<file path="config.mk">
export PLATFORM = sky130hd
export DESIGN_NAME = pipe_stall_ctrl_flat
export DESIGN_NICKNAME = d
export VERILOG_FILES = /design/src/rtl/pipe_stall_ctrl_pkg.sv /design/src/rtl/pipe_stall_ctrl_if.sv /design/src/rtl/pipe_stall_ctrl_hazard_cmp.sv /design/src/rtl/pipe_stall_ctrl.sv /design/src/flat_wrapper.sv
export SDC_FILE = /design/constraint.sdc
export NUM_CORES = 1
export LEC_CHECK = 0
export CAP_MARGIN = 25
export CORE_UTILIZATION = 47
export CTS_CLUSTER_DIAMETER = 150
export DETAILED_ROUTE_END_ITERATION = 16
export GPL_TIMING_DRIVEN = 0
export PLACE_DENSITY = 0.85
export SLEW_MARGIN = 20
export SYNTH_ARGS = -nofsm -noshare
export SYNTH_HDL_FRONTEND = slang
export SYNTH_HIERARCHICAL = 1
export SYNTH_SLANG_ARGS = --single-unit
</file>
<file path="constraint.sdc">
create_clock -name clock__i -period 7.9 [get_ports clock__i]
set_input_delay 1.58 -clock clock__i [delete_from_list [all_inputs] [get_ports clock__i]]
set_output_delay 1.58 -clock clock__i [all_outputs]
set_load 0.1 [all_outputs]
</file>
<file path="src/rtl/pipe_stall_ctrl_pkg.sv">
// Shared types for the MIPS pipeline stall/flush scheduler (package mips_pipe_pkg).
// Holds the FSM state type, the r0 index constant and the stall-class enum used by the stall counters.
package mips_pipe_pkg;

    typedef enum logic [1:0] {
        RUN      = 2'd0,
        BR_LOAD  = 2'd1,
        MD_WAIT  = 2'd2,
        MEM_WAIT = 2'd3
    } state_t;

    // Register r0 is hard-wired to zero, so it can never be a hazard.
    localparam int REG_ZERO = 0;

    typedef enum logic [1:0] {
        SC_NONE   = 2'd0,
        SC_LOAD   = 2'd1,
        SC_BRANCH = 2'd2,
        SC_MULDIV = 2'd3
    } stall_class_t;

endpackage

</file>
<file path="src/rtl/pipe_stall_ctrl_if.sv">
// Hazard-information inputs and stage-control outputs of pipe_stall_ctrl.
// Stall counter outputs exist only when PIPE_CTRL_STATS_EN is defined.
interface pipe_stall_ctrl_if #(
    parameter int REG_W = 5
`ifdef PIPE_CTRL_STATS_EN
    , parameter int STAT_W = 32
`endif
);
    logic             IDEX_MemRead__i;
    logic             IDEX_RegWrite__i;
    logic             EXMEM_MemRead__i;
    logic             Branch__i;
    logic             BranchTaken__i;
    logic [REG_W-1:0] IFID_RegRs__i;
    logic [REG_W-1:0] IFID_RegRt__i;
    logic [REG_W-1:0] IDEX_RegRd__i;
    logic [REG_W-1:0] EXMEM_RegRd__i;
    logic             MulDivStart__i;
    logic             MulDivDone__i;
    logic             DMemReady__i;

    logic PC_En__o, IFID_En__o, IDEX_En__o, EXMEM_En__o, MEMWB_En__o;
    logic IFID_Flush__o, IDEX_Flush__o, EXMEM_Flush__o;
    logic Stall__o;
    logic MdTimeout__o;
`ifdef PIPE_CTRL_STATS_EN
    logic [STAT_W-1:0] LoadStalls__o, BrStalls__o, MdStalls__o;
`endif

    // Pipeline side: reports hazards, consumes the stage controls.
    modport master (
        output IDEX_MemRead__i, IDEX_RegWrite__i, EXMEM_MemRead__i, Branch__i, BranchTaken__i,
               IFID_RegRs__i, IFID_RegRt__i, IDEX_RegRd__i, EXMEM_RegRd__i,
               MulDivStart__i, MulDivDone__i, DMemReady__i,
        input  PC_En__o, IFID_En__o, IDEX_En__o, EXMEM_En__o, MEMWB_En__o,
               IFID_Flush__o, IDEX_Flush__o, EXMEM_Flush__o, Stall__o, MdTimeout__o
`ifdef PIPE_CTRL_STATS_EN
        , input LoadStalls__o, BrStalls__o, MdStalls__o
`endif
    );

    // Scheduler side.
    modport slave (
        input  IDEX_MemRead__i, IDEX_RegWrite__i, EXMEM_MemRead__i, Branch__i, BranchTaken__i,
               IFID_RegRs__i, IFID_RegRt__i, IDEX_RegRd__i, EXMEM_RegRd__i,
               MulDivStart__i, MulDivDone__i, DMemReady__i,
        output PC_En__o, IFID_En__o, IDEX_En__o, EXMEM_En__o, MEMWB_En__o,
               IFID_Flush__o, IDEX_Flush__o, EXMEM_Flush__o, Stall__o, MdTimeout__o
`ifdef PIPE_CTRL_STATS_EN
        , output LoadStalls__o, BrStalls__o, MdStalls__o
`endif
    );

endinterface

</file>
<file path="src/rtl/pipe_stall_ctrl_hazard_cmp.sv">
// Pure compare of the ID source registers (rs, rt) against one destination register.
// A zero source index never matches.
module hazard_cmp
    import mips_pipe_pkg::*;
#(
    parameter int REG_W = 5
) (
    input  logic [REG_W-1:0] rs,
    input  logic [REG_W-1:0] rt,
    input  logic [REG_W-1:0] rd,
    output logic             match
);

    assign match = ((rs != REG_W'(REG_ZERO)) && (rs == rd)) ||
                   ((rt != REG_W'(REG_ZERO)) && (rt == rd));

endmodule

</file>
<file path="src/rtl/pipe_stall_ctrl.sv">
// Stall/flush scheduler for the 5-stage MIPS pipeline: memory wait > mul/div > load-use/branch > taken flush.
// Optional stall counters are built when PIPE_CTRL_STATS_EN is defined.
module pipe_stall_ctrl
    import mips_pipe_pkg::*;
#(
    parameter int REG_W      = 5,
    parameter int MD_TIMEOUT = 64
`ifdef PIPE_CTRL_STATS_EN
    , parameter int STAT_W   = 32
`endif
) (
    input  logic             clock__i,
    input  logic             reset_n__i,
    pipe_stall_ctrl_if.slave bus
);

    localparam int CNT_W = $clog2(MD_TIMEOUT + 1);

    state_t           state_reg, state_next, saved_reg, saved_next, eff_state, run_next;
    logic [CNT_W-1:0] md_cnt_reg, md_cnt_next;
    logic             md_timeout_reg, md_timeout_next;
    logic             mem_hold, md_stall, lu_stall, br_stall, br_load_go, load_hit;
    logic             pc_en, ifid_en, idex_en, exmem_en, memwb_en;
    logic             ifid_flush, idex_flush, exmem_flush;

    // Index 0 compares against the EX destination, index 1 against the MEM destination.
    logic [REG_W-1:0] dst_rd [2];
    logic [1:0]       match_vec;

    assign dst_rd[0] = bus.IDEX_RegRd__i;
    assign dst_rd[1] = bus.EXMEM_RegRd__i;

    genvar gi;
    for (gi = 0; gi < 2; gi++) begin : g_cmp
        hazard_cmp #(.REG_W(REG_W)) u_cmp (
            .rs    (bus.IFID_RegRs__i),
            .rt    (bus.IFID_RegRt__i),
            .rd    (dst_rd[gi]),
            .match (match_vec[gi])
        );
    end

    always_comb begin
        // While memory waits, the interrupted state keeps deciding what happens after ready.
        eff_state  = (state_reg == MEM_WAIT) ? saved_reg : state_reg;
        mem_hold   = !bus.DMemReady__i && (bus.EXMEM_MemRead__i || (state_reg == MEM_WAIT));
        md_stall   = !bus.MulDivDone__i &&
                     ((eff_state == MD_WAIT) || ((eff_state == RUN) && bus.MulDivStart__i));
        load_hit   = bus.IDEX_MemRead__i && match_vec[0];
        lu_stall   = (eff_state == RUN) && !bus.Branch__i && load_hit;
        br_load_go = (eff_state == RUN) && bus.Branch__i && load_hit;
        br_stall   = (eff_state == BR_LOAD) || br_load_go ||
                     ((eff_state == RUN) && bus.Branch__i &&
                      ((bus.IDEX_RegWrite__i && match_vec[0]) ||
                       (bus.EXMEM_MemRead__i && match_vec[1])));
    end

    always_comb begin
        pc_en       = 1'b1;
        ifid_en     = 1'b1;
        idex_en     = 1'b1;
        exmem_en    = 1'b1;
        memwb_en    = 1'b1;
        ifid_flush  = 1'b0;
        idex_flush  = 1'b0;
        exmem_flush = 1'b0;
        if (!reset_n__i) begin
            {pc_en, ifid_en, idex_en, exmem_en, memwb_en} = '0;
        end else if (mem_hold) begin
            {pc_en, ifid_en, idex_en, exmem_en, memwb_en} = '0;
        end else if (md_stall) begin
            {pc_en, ifid_en, idex_en} = '0;
            exmem_flush               = 1'b1;
        end else if (lu_stall || br_stall) begin
            {pc_en, ifid_en} = '0;
            idex_flush       = 1'b1;
        end else if (bus.BranchTaken__i) begin
            ifid_flush = 1'b1;
        end
    end

    assign bus.PC_En__o       = pc_en;
    assign bus.IFID_En__o     = ifid_en;
    assign bus.IDEX_En__o     = idex_en;
    assign bus.EXMEM_En__o    = exmem_en;
    assign bus.MEMWB_En__o    = memwb_en;
    assign bus.IFID_Flush__o  = ifid_flush;
    assign bus.IDEX_Flush__o  = idex_flush;
    assign bus.EXMEM_Flush__o = exmem_flush;
    assign bus.Stall__o       = reset_n__i && !pc_en;
    assign bus.MdTimeout__o   = md_timeout_reg;

    always_comb begin
        run_next        = eff_state;
        md_cnt_next     = md_cnt_reg;
        md_timeout_next = md_timeout_reg;
        case (eff_state)
            RUN: begin
                if (bus.MulDivStart__i && !bus.MulDivDone__i) begin
                    run_next    = MD_WAIT;
                    md_cnt_next = '0;
                end else if (br_load_go) begin
                    run_next = BR_LOAD;
                end
            end
            BR_LOAD: run_next = RUN;
            MD_WAIT: begin
                if (bus.MulDivDone__i)
                    run_next = RUN;
                else if (md_cnt_reg == CNT_W'(MD_TIMEOUT))
                    md_timeout_next = 1'b1;
                else
                    md_cnt_next = md_cnt_reg + 1'b1;
            end
            default: run_next = RUN;
        endcase

        // The mul/div unit keeps running during a memory wait; ID-stage stalls wait for ready.
        if (mem_hold) begin
            state_next = MEM_WAIT;
            saved_next = ((run_next == MD_WAIT) || (eff_state == MD_WAIT)) ? run_next : eff_state;
        end else begin
            state_next = run_next;
            saved_next = RUN;
        end
    end

    always_ff @(posedge clock__i or negedge reset_n__i) begin
        if (!reset_n__i) begin
            state_reg      <= RUN;
            saved_reg      <= RUN;
            md_cnt_reg     <= '0;
            md_timeout_reg <= 1'b0;
        end else begin
            state_reg      <= state_next;
            saved_reg      <= saved_next;
            md_cnt_reg     <= md_cnt_next;
            md_timeout_reg <= md_timeout_next;
        end
    end

`ifdef PIPE_CTRL_STATS_EN
    stall_class_t                stall_class;
    logic [2:0][STAT_W-1:0]      stat_vec;

    always_comb begin
        stall_class = SC_NONE;
        if (reset_n__i && !mem_hold) begin
            if (md_stall)      stall_class = SC_MULDIV;
            else if (lu_stall) stall_class = SC_LOAD;
            else if (br_stall) stall_class = SC_BRANCH;
        end
    end

    // Counter gi tracks stall class gi+1 and saturates at all-ones.
    for (gi = 0; gi < 3; gi++) begin : g_stat
        logic [STAT_W-1:0] cnt_reg;
        always_ff @(posedge clock__i or negedge reset_n__i) begin
            if (!reset_n__i)
                cnt_reg <= '0;
            else if ((stall_class == stall_class_t'(2'(gi + 1))) && (cnt_reg != '1))
                cnt_reg <= cnt_reg + 1'b1;
        end
        assign stat_vec[gi] = cnt_reg;
    end

    assign bus.LoadStalls__o = stat_vec[0];
    assign bus.BrStalls__o   = stat_vec[1];
    assign bus.MdStalls__o   = stat_vec[2];
`endif

endmodule
</file>
<file path="src/flat_wrapper.sv">
// flat-port wrapper written by rule: the top's interface ports become plain ports
module pipe_stall_ctrl_flat import mips_pipe_pkg::*;
#(
    parameter int REG_W      = 5,
    parameter int MD_TIMEOUT = 64

)
  (clock__i, reset_n__i, bus_IDEX_MemRead__i, bus_IDEX_RegWrite__i, bus_EXMEM_MemRead__i, bus_Branch__i, bus_BranchTaken__i, bus_IFID_RegRs__i, bus_IFID_RegRt__i, bus_IDEX_RegRd__i, bus_EXMEM_RegRd__i, bus_MulDivStart__i, bus_MulDivDone__i, bus_DMemReady__i, bus_PC_En__o, bus_IFID_En__o, bus_IDEX_En__o, bus_EXMEM_En__o, bus_MEMWB_En__o, bus_IFID_Flush__o, bus_IDEX_Flush__o, bus_EXMEM_Flush__o, bus_Stall__o, bus_MdTimeout__o);
  pipe_stall_ctrl_if #(.REG_W(REG_W)) bus_i ();
  input  logic clock__i;
  input  logic reset_n__i;
  input wire logic [$bits(bus_i.IDEX_MemRead__i)-1:0] bus_IDEX_MemRead__i;
  input wire logic [$bits(bus_i.IDEX_RegWrite__i)-1:0] bus_IDEX_RegWrite__i;
  input wire logic [$bits(bus_i.EXMEM_MemRead__i)-1:0] bus_EXMEM_MemRead__i;
  input wire logic [$bits(bus_i.Branch__i)-1:0] bus_Branch__i;
  input wire logic [$bits(bus_i.BranchTaken__i)-1:0] bus_BranchTaken__i;
  input wire logic [$bits(bus_i.IFID_RegRs__i)-1:0] bus_IFID_RegRs__i;
  input wire logic [$bits(bus_i.IFID_RegRt__i)-1:0] bus_IFID_RegRt__i;
  input wire logic [$bits(bus_i.IDEX_RegRd__i)-1:0] bus_IDEX_RegRd__i;
  input wire logic [$bits(bus_i.EXMEM_RegRd__i)-1:0] bus_EXMEM_RegRd__i;
  input wire logic [$bits(bus_i.MulDivStart__i)-1:0] bus_MulDivStart__i;
  input wire logic [$bits(bus_i.MulDivDone__i)-1:0] bus_MulDivDone__i;
  input wire logic [$bits(bus_i.DMemReady__i)-1:0] bus_DMemReady__i;
  output wire logic [$bits(bus_i.PC_En__o)-1:0] bus_PC_En__o;
  output wire logic [$bits(bus_i.IFID_En__o)-1:0] bus_IFID_En__o;
  output wire logic [$bits(bus_i.IDEX_En__o)-1:0] bus_IDEX_En__o;
  output wire logic [$bits(bus_i.EXMEM_En__o)-1:0] bus_EXMEM_En__o;
  output wire logic [$bits(bus_i.MEMWB_En__o)-1:0] bus_MEMWB_En__o;
  output wire logic [$bits(bus_i.IFID_Flush__o)-1:0] bus_IFID_Flush__o;
  output wire logic [$bits(bus_i.IDEX_Flush__o)-1:0] bus_IDEX_Flush__o;
  output wire logic [$bits(bus_i.EXMEM_Flush__o)-1:0] bus_EXMEM_Flush__o;
  output wire logic [$bits(bus_i.Stall__o)-1:0] bus_Stall__o;
  output wire logic [$bits(bus_i.MdTimeout__o)-1:0] bus_MdTimeout__o;
  assign bus_i.IDEX_MemRead__i = bus_IDEX_MemRead__i;
  assign bus_i.IDEX_RegWrite__i = bus_IDEX_RegWrite__i;
  assign bus_i.EXMEM_MemRead__i = bus_EXMEM_MemRead__i;
  assign bus_i.Branch__i = bus_Branch__i;
  assign bus_i.BranchTaken__i = bus_BranchTaken__i;
  assign bus_i.IFID_RegRs__i = bus_IFID_RegRs__i;
  assign bus_i.IFID_RegRt__i = bus_IFID_RegRt__i;
  assign bus_i.IDEX_RegRd__i = bus_IDEX_RegRd__i;
  assign bus_i.EXMEM_RegRd__i = bus_EXMEM_RegRd__i;
  assign bus_i.MulDivStart__i = bus_MulDivStart__i;
  assign bus_i.MulDivDone__i = bus_MulDivDone__i;
  assign bus_i.DMemReady__i = bus_DMemReady__i;
  assign bus_PC_En__o = bus_i.PC_En__o;
  assign bus_IFID_En__o = bus_i.IFID_En__o;
  assign bus_IDEX_En__o = bus_i.IDEX_En__o;
  assign bus_EXMEM_En__o = bus_i.EXMEM_En__o;
  assign bus_MEMWB_En__o = bus_i.MEMWB_En__o;
  assign bus_IFID_Flush__o = bus_i.IFID_Flush__o;
  assign bus_IDEX_Flush__o = bus_i.IDEX_Flush__o;
  assign bus_EXMEM_Flush__o = bus_i.EXMEM_Flush__o;
  assign bus_Stall__o = bus_i.Stall__o;
  assign bus_MdTimeout__o = bus_i.MdTimeout__o;
  pipe_stall_ctrl #(.REG_W(REG_W), .MD_TIMEOUT(MD_TIMEOUT)) u_core (.clock__i(clock__i), .reset_n__i(reset_n__i), .bus(bus_i));
endmodule
</file>
==> results of run 1 <==
## routing by layer
| layer | part of all wire (%) | vias to the layer above |
|---|---|---|
| li1 | - | 534 |
| met5 | 0 | - |
| met4 | 0.82 | 0 |
| met1 | 40 | 505 |
| met2 | 55 | 31 |
| met3 | 3.8 | 3 |
## power by group
part | internal [mW] | leakage (nW) | switching (mW)
sequential | 0.0690 | 0.159 | 0.00809
clock | 0.0281 | 0.0210 | 0.0226
combinational | 0.0431 | 0.452 | 0.0627
total | 0.140 | 0.632 | 0.0934
## cells by family (layout without fill, tap and decap cells)
| kind of cell | count (synthesis) | after routing | share of synthesized area, % |
|---|---|---|---|
| compound gates | 22 | 22 | 15.1 |
| xor+xnor | 17 | 17 | 14.3 |
| fa+ha+maj | 2 | 2 | 2.40 |
| buf+inv | 9 | 52 | 4.08 |
| flops | 12 | 12 | 28.8 |
| mux | 5 | 5 | 4.80 |
| simple gates | 56 | 56 | 30.6 |
## synthesized netlist by cell type
| cell | number |
|---|---|
| sky130_fd_sc_hd__nand2_1 | 8 |
| sky130_fd_sc_hd__buf_4 | 2 |
| sky130_fd_sc_hd__or2b_1 | 1 |
| sky130_fd_sc_hd__or4_1 | 5 |
| sky130_fd_sc_hd__a221oi_2 | 1 |
| sky130_fd_sc_hd__o21ai_0 | 2 |
| sky130_fd_sc_hd__nor3_1 | 1 |
| sky130_fd_sc_hd__and2_1 | 7 |
| sky130_fd_sc_hd__or4b_1 | 1 |
| sky130_fd_sc_hd__a22o_1 | 1 |
| sky130_fd_sc_hd__a222oi_1 | 1 |
| sky130_fd_sc_hd__nand4b_1 | 1 |
| sky130_fd_sc_hd__a21oi_1 | 7 |
| sky130_fd_sc_hd__inv_2 | 1 |
| sky130_fd_sc_hd__nand3_1 | 4 |
| sky130_fd_sc_hd__o21bai_1 | 3 |
| sky130_fd_sc_hd__and3_1 | 1 |
| sky130_fd_sc_hd__o22ai_1 | 2 |
| sky130_fd_sc_hd__a221o_1 | 1 |
| sky130_fd_sc_hd__nand2_2 | 1 |
| sky130_fd_sc_hd__a31oi_1 | 1 |
| sky130_fd_sc_hd__nor2_1 | 9 |
| sky130_fd_sc_hd__nand4_1 | 8 |
| sky130_fd_sc_hd__inv_1 | 5 |
| sky130_fd_sc_hd__ha_1 | 2 |
| sky130_fd_sc_hd__a2111o_1 | 1 |
| sky130_fd_sc_hd__xnor2_1 | 16 |
| sky130_fd_sc_hd__nor4bb_1 | 1 |
| sky130_fd_sc_hd__a221oi_1 | 1 |
| sky130_fd_sc_hd__o211ai_1 | 1 |
| sky130_fd_sc_hd__nand2b_1 | 6 |
| sky130_fd_sc_hd__mux2i_1 | 5 |
| sky130_fd_sc_hd__or2_2 | 2 |
| sky130_fd_sc_hd__buf_2 | 1 |
| sky130_fd_sc_hd__xor2_1 | 1 |
| sky130_fd_sc_hd__dfrtp_1 | 12 |
## area by class of cell
class	count	area [µm²]	area share (%)
Tap cell	27	33.8	2.25
Inverter	6	22.5	1.50
Sequential cell	12	300	20.0
Multi-Input combinational cell	102	701	46.6
Timing Repair Buffer	39	390	26.0
Buffer	3	20.0	1.33
Clock buffer	4	36.3	2.41
## worst max-delay path, stage by stage
cell	delay, ns
sky130_fd_sc_hd__clkdlybuf4s50_1	0.48
sky130_fd_sc_hd__or4_1	0.55
sky130_fd_sc_hd__a21oi_1	0.14
sky130_fd_sc_hd__o22ai_1	0.14
sky130_fd_sc_hd__a22o_1	0.23
sky130_fd_sc_hd__a222oi_1	0.25
sky130_fd_sc_hd__or2_2	0.18
sky130_fd_sc_hd__and2_1	0.14
sky130_fd_sc_hd__buf_4	0.10
sky130_fd_sc_hd__clkdlybuf4s50_1	1.11
## worst min path at each step
stage | to | slack (ns)
finish | u_core/bus.MdTimeout__o$_DFFE_PN0P_ | 0.48
global route | u_core/bus.MdTimeout__o$_DFFE_PN0P_ | 0.51
CTS | u_core/bus.MdTimeout__o$_DFFE_PN0P_ | 0.48
detailed placement | u_core/bus.MdTimeout__o$_DFFE_PN0P_ | 0.47
global placement | u_core/bus.MdTimeout__o$_DFFE_PN0P_ | 0.46
floorplan | u_core/md_cnt_reg[5]$_DFFE_PN0P_ | 0.51
## stage by stage
stage	setup slack (ns)	utilization [%]	cell area (µm²)
after floorplan	1.69	-	1040
after global placement	1.42	72.6	1470
after detailed placement	1.41	72.6	1470
after CTS	1.40	74.4	1500
after global routing	1.21	74.4	1500
final	1.41	74.4	1500
==> flow_metrics.tcl, run 1 <==
set metrics [dict create \
    timing.critical_path.fanout_max 4 \
    nFillCells 165 \
    final_setup_viols 0 \
    io-pin-count 40 \
    synthTopCellsByArea "sky130_fd_sc_hd__dfrtp_1 29%, sky130_fd_sc_hd__xnor2_1 13%, sky130_fd_sc_hd__mux2i_1 4.8%, sky130_fd_sc_hd__nand4_1 4.8%, sky130_fd_sc_hd__and2_1 4.2%" \
    min-delay-path-class "reg2reg" \
    overflow 0 \
    place_congestion 0.829 \
    critical_path.endpoint_type "primary output" \
    finalWirelength_mm 2.56 \
    cts-resized-gates 0 \
    routedWlPerCell_um 13.2 \
    peakVddDrop_mv 0.108 \
    post-place-cells 189 \
    worstMarginPinSlew_ns 0.970 \
    crit_arrival_ns 4.91 \
    rsz0062_at_grt "false" \
    timing.final.max_slew_violations 0 \
    hold_fix_buffers_at_cts 0 \
    reported_leakage_power_nw 0.632 \
    post_synth_num_cell_types 36 \
    timing.reg2reg.worst_path_depth 4 \
    use_met2_pct 47.5 \
    total_clock_buffers_created_by_cts 3 \
    drive_gt1_share_pct 7.23 \
    pwr_density_cell_mw_per_mm2 155 \
    drtPass1Iterations 4 \
    layoutNonFillerInstCount 193 \
    clock.fmax_ghz 0.154 \
    setup_tns_ns 0 \
    drc_errors 0 \
    timing.critical_path.from "bus_IFID_RegRs__i[1]" \
    grt_util_met1_pct 25.2 \
    routed-via-count 1073 \
    clk_pin_slew_ns 0.07 \
    warnings_from_yosys 6 \
    antennaDiodeCount 0 \
    viasPerCell 5.56 \
    post-cts-setup-buffers 0 \
    grt_start_max_net_pins 15 \
    floorplan.die_area_mm2 0.00241 \
    min_from "u_core/bus.MdTimeout__o$_DFFE_PN0P_" \
    die-height_um 49.1 \
    clock_path_buffers 2 \
    drv_cap 0 \
    slew_headroom_pct 35.1 \
    final_hold_violation_count 0 \
    clock_sink_count 12 \
    post_synth.cell_area_avg_um2 8.48 \
    grt_overall_usage_pct 24.2 \
    timing.reg2reg.setup_slack_ns 6.07 \
    initialDrtViolationCount 13 \
    buffer_ports.inserted 39 \
    yosysTopAreaCell "sky130_fd_sc_hd__dfrtp_1" \
    die_w_um 49.1 \
    syn_area_mm2 0.00104 \
    antenna_found_initial 0 \
    dp.final_hpwl_mm 2.16 \
    first_global_vias 1103 \
    cts_tree "built" \
    run_status "completed" \
    reg2reg_from "u_core/state_reg[1]$_DFF_PN0_" \
    grt_util_met3_pct 5.92 \
    core.rowCount 16 \
    worst_hold_slack_ns 0.481 \
    final.period_utilization_pct 82.2 \
    commonest_non_fill_non_tap_cell_in_the_layout "sky130_fd_sc_hd__clkdlybuf4s50_1" \
    grt_first_pass_wirelength_mm 4.50 \
    synth-seq-cells 12 \
    initial_utilization_pct 51.6 \
    setup.worst_path.start_class "input port" \
    crit_type "in2out" \
    totalPowerFinal_mw 0.234 \
    nNetsFinal 199 \
    grt-busiest-layer "met2" \
    largest_register_ffs 7 \
    synth_cells 123 \
    worstSkewPairLatency_ns 0.29 \
    min_delay_path_depth 1 \
    seq_area_frac_synth_pct 28.8 \
    syn_nets 155 \
    timing.critical_path.required_ns 6.32 \
    core_mm2 0.00202 \
    h-tree-depth 1 \
    layout_common_cells "39 x sky130_fd_sc_hd__clkdlybuf4s50_1, 16 x sky130_fd_sc_hd__xnor2_1, 12 x sky130_fd_sc_hd__dfrtp_1" \
    critPathCapture "bus_PC_En__o" \
    antenna_violating_nets_post_route 0 \
    clock_skew_ns 0.00556 \
    layout-area-overhead-vs-synth_pct 44.1 \
    fin_crit_ns 6.49 \
    root_buffer "sky130_fd_sc_hd__clkbuf_4" \
    critical_path.reg2reg.endpoint "u_core/md_cnt_reg[5]$_DFFE_PN0P_" \
    synth_top_area_share_pct 28.8 \
]
Power figures use the tool's default switching activity.
==> run 2, diff against run 1 <==
- CORE_UTILIZATION: 47 -> 39
- PLACE_DENSITY: 0.85 -> 0.75
- clock period: 7.9 -> 5.4 ns (I/O delays scaled with it)
==> flow_metrics.tcl, run 2 (synthesis gave the netlist of run 1 again) <==
set metrics [dict create \
    place_congestion 0.836 \
    fin_crit_ns 5.24 \
    run_status "completed" \
    min-delay-path-class "reg2reg" \
    timing.final.max_slew_violations 0 \
    layout_common_cells "34 x sky130_fd_sc_hd__clkdlybuf4s50_1, 16 x sky130_fd_sc_hd__xnor2_1, 12 x sky130_fd_sc_hd__dfrtp_1" \
    grt_overall_usage_pct 21.2 \
    clock_path_buffers 2 \
    hold_fix_buffers_at_cts 0 \
    largest_register_ffs 7 \
    pwr_density_cell_mw_per_mm2 215 \
    crit_type "in2out" \
    reported_leakage_power_nw 0.664 \
    first_global_vias 1005 \
    clk_pin_slew_ns 0.07 \
    nNetsFinal 199 \
    commonest_non_fill_non_tap_cell_in_the_layout "sky130_fd_sc_hd__clkdlybuf4s50_1" \
    clock.fmax_ghz 0.191 \
    peakVddDrop_mv 0.134 \
    grt_util_met3_pct 5.37 \
    antenna_violating_nets_post_route 0 \
    initial_utilization_pct 41.7 \
    timing.critical_path.fanout_max 4 \
    grt_first_pass_wirelength_mm 4.37 \
    total_clock_buffers_created_by_cts 3 \
    critical_path.endpoint_type "primary output" \
    post-place-cells 192 \
    dp.final_hpwl_mm 2.23 \
    cts-resized-gates 3 \
    die_w_um 53.7 \
    final.period_utilization_pct 97.0 \
    antenna_found_initial 0 \
    layoutNonFillerInstCount 195 \
    post-cts-setup-buffers 0 \
    root_buffer "sky130_fd_sc_hd__clkbuf_4" \
    h-tree-depth 1 \
    worstSkewPairLatency_ns 0.27 \
    crit_arrival_ns 4.16 \
    floorplan.die_area_mm2 0.00289 \
    totalPowerFinal_mw 0.320 \
    antennaDiodeCount 0 \
    multi_input_comb_area_um2 701 \
    routed-via-count 1063 \
    nFillCells 233 \
    worstMarginPinSlew_ns 0.972 \
    drive_gt1_share_pct 7.27 \
    use_met2_pct 37.4 \
    layout-area-overhead-vs-synth_pct 42.9 \
    viasPerCell 5.45 \
    grt_util_met1_pct 25.9 \
    overflow 0 \
    die-height_um 53.7 \
    place_area_mm2 0.00147 \
    final_setup_viols 0 \
    io-pin-count 40 \
    rsz0062_at_grt "false" \
    initialDrtViolationCount 30 \
    setup.worst_path.start_class "input port" \
    drv_cap 0 \
    layout.cell_area.non_filler_mm2 0.00149 \
    drc_errors 0 \
    timing.critical_path.required_ns 4.32 \
    clock_skew_ns 0.00470 \
    grt_start_max_net_pins 15 \
    finalWirelength_mm 2.72 \
    buffer_ports.inserted 39 \
    core.rowCount 18 \
    drtPass1Iterations 4 \
    grt-busiest-layer "met2" \
    core_mm2 0.00250 \
    routedWlPerCell_um 14.0 \
    area.sequential_um2 300 \
    cts_tree "built" \
    clock_sink_count 12 \
    layout.core_utilization_pct 59.7 \
    slew_headroom_pct 35.0 \
    final_hold_violation_count 0 \
]
## run 2: final cells by class
| type | instances | area share [%] |
|---|---|---|
| Multi-Input combinational cell | 102 | 47.0 |
| Timing Repair Buffer | 39 | 26.0 |
| Sequential cell | 12 | 20.1 |
| Tap cell | 30 | 2.52 |
| Clock buffer | 3 | 1.51 |
| Inverter | 6 | 1.51 |
| Buffer | 3 | 1.34 |
## run 2: per-stage QoR
| stage | setup slack [ns] | setup TNS (ns) | hold slack (ns) |
|---|---|---|---|
| finish | 0.159 | 0 | 0.483 |
| global route | 0.00800 | 0 | 0.509 |
| CTS | 0.100 | 0 | 0.484 |
| detailed placement | -0.180 | -0.354 | 0.467 |
| global placement | -0.116 | -0.178 | 0.462 |
| floorplan | 0.186 | 0 | 0.505 |
## run 2: per-layer routing
layer	routed length (µm)	vias up
li1	-	532
met1	1230	502
met2	1350	27
met3	134	2
met4	13	0
met5	0	-
## run 2: power breakdown
part           leakage [nW]  internal (mW)  total [mW]  switching (mW)
sequential            0.159          0.101       0.113          0.0116
clock                0.0138         0.0258      0.0545          0.0287
combinational         0.492         0.0616       0.153          0.0913
total                 0.664          0.188       0.320           0.132
## run 2: path summary, 6_finish.rpt
path                                                startpoint                             endpoint  slack (ns)  cells after the start
min in group asynchronous                           reset_n__i     u_core/md_cnt_reg[5]$_DFFE_PN0P_        1.18                      1
min                        u_core/bus.MdTimeout__o$_DFFE_PN0P_  u_core/bus.MdTimeout__o$_DFFE_PN0P_        0.48                      1
max in group asynchronous                           reset_n__i        u_core/state_reg[0]$_DFF_PN0_        3.83                      1
max reg2reg                      u_core/state_reg[1]$_DFF_PN0_     u_core/md_cnt_reg[5]$_DFFE_PN0P_        3.59                      4
max                                       bus_IFID_RegRs__i[1]                       bus_IFID_En__o        0.16                      9
min reg2reg                u_core/bus.MdTimeout__o$_DFFE_PN0P_  u_core/bus.MdTimeout__o$_DFFE_PN0P_        0.48                      1
## run 2: critical path, cell delays in order
cell                              delay [ns]
sky130_fd_sc_hd__clkdlybuf4s50_1        0.48
sky130_fd_sc_hd__or4_1                  0.58
sky130_fd_sc_hd__a21oi_1                0.16
sky130_fd_sc_hd__o22ai_1                0.14
sky130_fd_sc_hd__a22o_1                 0.23
sky130_fd_sc_hd__a222oi_1               0.29
sky130_fd_sc_hd__or2_2                  0.21
sky130_fd_sc_hd__and2_1                 0.15
sky130_fd_sc_hd__dlygate4sd2_1          0.86
==> run 3, diff against run 2 <==
- PLACE_DENSITY: 0.75 -> unset
- PLACE_DENSITY_LB_ADDON: unset -> 0.1
==> flow_metrics.tcl, run 3 (synthesis gave the netlist of run 1 again) <==
set metrics [dict create \
    run_status "completed" \
    final.period_utilization_pct 97.4 \
    critical_path.reg2reg.endpoint "u_core/md_cnt_reg[5]$_DFFE_PN0P_" \
    dp_worst_setup_slack_ns -0.156 \
    peakVddDrop_mv 0.155 \
    clock.fmax_ghz 0.190 \
    core.rowCount 18 \
    die_w_um 53.7 \
    min-delay-path-class "reg2reg" \
    clock_sink_count 12 \
    routed-via-count 1059 \
    crit_type "in2out" \
    initialDrtViolationCount 23 \
    fin_crit_ns 5.26 \
    overflow 0 \
    timing.final.max_slew_violations 0 \
    dp.final_hpwl_mm 2.18 \
    final_setup_viols 0 \
    slew_headroom_pct 35.0 \
    min_delay_path_depth 1 \
    place_area_mm2 0.00147 \
    antenna_violating_nets_post_route 0 \
    nNetsFinal 199 \
    rsz0062_at_grt "false" \
    post-cts-setup-buffers 0 \
    drc_errors 0 \
    final_hold_violation_count 0 \
    clk_pin_slew_ns 0.06 \
    clock_skew_ns 0.00999 \
    h-tree-depth 1 \
    root_buffer "sky130_fd_sc_hd__clkbuf_4" \
    clock_path_buffers 2 \
    first_global_vias 1111 \
    crit_arrival_ns 4.18 \
    worstMarginPinSlew_ns 0.972 \
    reported_leakage_power_nw 0.635 \
    core_mm2 0.00250 \
    total_clock_buffers_created_by_cts 3 \
    grt_first_pass_wirelength_mm 4.47 \
    timing.critical_path.fanout_max 4 \
    floorplan.die_area_mm2 0.00289 \
    hold_fix_buffers_at_cts 0 \
    place_congestion 0.749 \
    layout.cell_area.non_filler_mm2 0.00149 \
    worstSkewPairLatency_ns 0.28 \
    timing.reg2reg.worst_path_depth 4 \
    critical_path.endpoint_type "primary output" \
    drv_cap 0 \
    min_from "u_core/bus.MdTimeout__o$_DFFE_PN0P_" \
    commonest_non_fill_non_tap_cell_in_the_layout "sky130_fd_sc_hd__clkdlybuf4s50_1" \
    routedWlPerCell_um 13.6 \
    layout-area-overhead-vs-synth_pct 42.8 \
    die-height_um 53.7 \
    layout_common_cells "36 x sky130_fd_sc_hd__clkdlybuf4s50_1, 16 x sky130_fd_sc_hd__xnor2_1, 12 x sky130_fd_sc_hd__dfrtp_1" \
    initial_utilization_pct 41.7 \
    fin_ws_ns 0.139 \
    timing.reg2reg.setup_slack_ns 3.56 \
    reg2reg_from "u_core/state_reg[1]$_DFF_PN0_" \
    drive_gt1_share_pct 6.67 \
    pwr_density_cell_mw_per_mm2 215 \
    grt_start_max_net_pins 15 \
    grt_overall_usage_pct 21.4 \
    antennaDiodeCount 0 \
    drtPass1Iterations 6 \
    buffer_ports.inserted 39 \
    worstHoldEndpoint "u_core/bus.MdTimeout__o$_DFFE_PN0P_" \
    layout.core_utilization_pct 59.6 \
    cts-resized-gates 3 \
    io-pin-count 40 \
    viasPerCell 5.43 \
    antenna_found_initial 0 \
    cts_tree "built" \
    largest_register_ffs 7 \
    finalWirelength_mm 2.65 \
    setup.worst_path.start_class "input port" \
    timing.critical_path.required_ns 4.32 \
]
==> run 3: cell count changes in the layout (fill, tap and decap cells not counted) <==
cell                              before  now
sky130_fd_sc_hd__clkbuf_2              1    0
sky130_fd_sc_hd__clkdlybuf4s50_1      34   36
sky130_fd_sc_hd__dlygate4sd2_1         2    3
sky130_fd_sc_hd__dlymetal6s2s_1        2    0
==> run 3: worst max path at each step <==
stage	to	from	slack, ns
after floorplan	bus_IDEX_Flush__o	bus_IFID_RegRs__i[1]	0.19
after global placement	bus_PC_En__o	bus_IFID_RegRs__i[1]	-0.1
after detailed placement	bus_PC_En__o	bus_IFID_RegRs__i[1]	-0.16
after CTS	bus_PC_En__o	bus_IFID_RegRs__i[1]	0.13
after global routing	bus_PC_En__o	bus_IFID_RegRs__i[1]	0.005
final	bus_PC_En__o	bus_IFID_RegRs__i[1]	0.14
==> run 3: layout make-up <==
class | count | area (µm²)
Fill cell | 214 | 1010
Multi-Input combinational cell | 102 | 701
Timing Repair Buffer | 39 | 387
Sequential cell | 12 | 300
Tap cell | 30 | 37.5
Clock buffer | 3 | 22.5
Inverter | 6 | 22.5
Buffer | 3 | 20.0
==> run 3: power breakdown <==
group / total (mW) / switching, mW / internal (mW)
sequential: 0.113 / 0.0122 / 0.101
combinational: 0.152 / 0.0910 / 0.0614
clock: 0.0548 / 0.0290 / 0.0258
==> run 3: metrics by stage <==
stage / total power [mW] / TNS (ns) / instances / hold slack, ns
floorplan: 0.214 / 0 / 123 / 0.505
global placement: 0.264 / -0.123 / 192 / 0.465
detailed placement: 0.268 / -0.288 / 192 / 0.472
CTS: 0.323 / 0 / 195 / 0.502
global route: 0.342 / 0 / 195 / 0.513
finish: 0.321 / 0 / 195 / 0.489
==> run 3: worst max-delay path, cell delays in order <==
cell and delay, ns:
sky130_fd_sc_hd__clkdlybuf4s50_1 0.49, sky130_fd_sc_hd__or4_1 0.56, sky130_fd_sc_hd__a21oi_1 0.14, sky130_fd_sc_hd__o22ai_1 0.15
sky130_fd_sc_hd__a22o_1 0.24, sky130_fd_sc_hd__a222oi_1 0.24, sky130_fd_sc_hd__or2_2 0.18, sky130_fd_sc_hd__and2_1 0.14
sky130_fd_sc_hd__buf_4 0.10, sky130_fd_sc_hd__dlygate4sd2_1 0.85
==> run 3: metal layers <==
metal  global-route usage, %  part of all wire, %  wire length [µm]
met1                    23.5                   44              1170
met2                    39.7                   51              1350
met3                    5.65                  4.3               115
met4                    6.14                 0.68                18
met5                       0                    0                 0
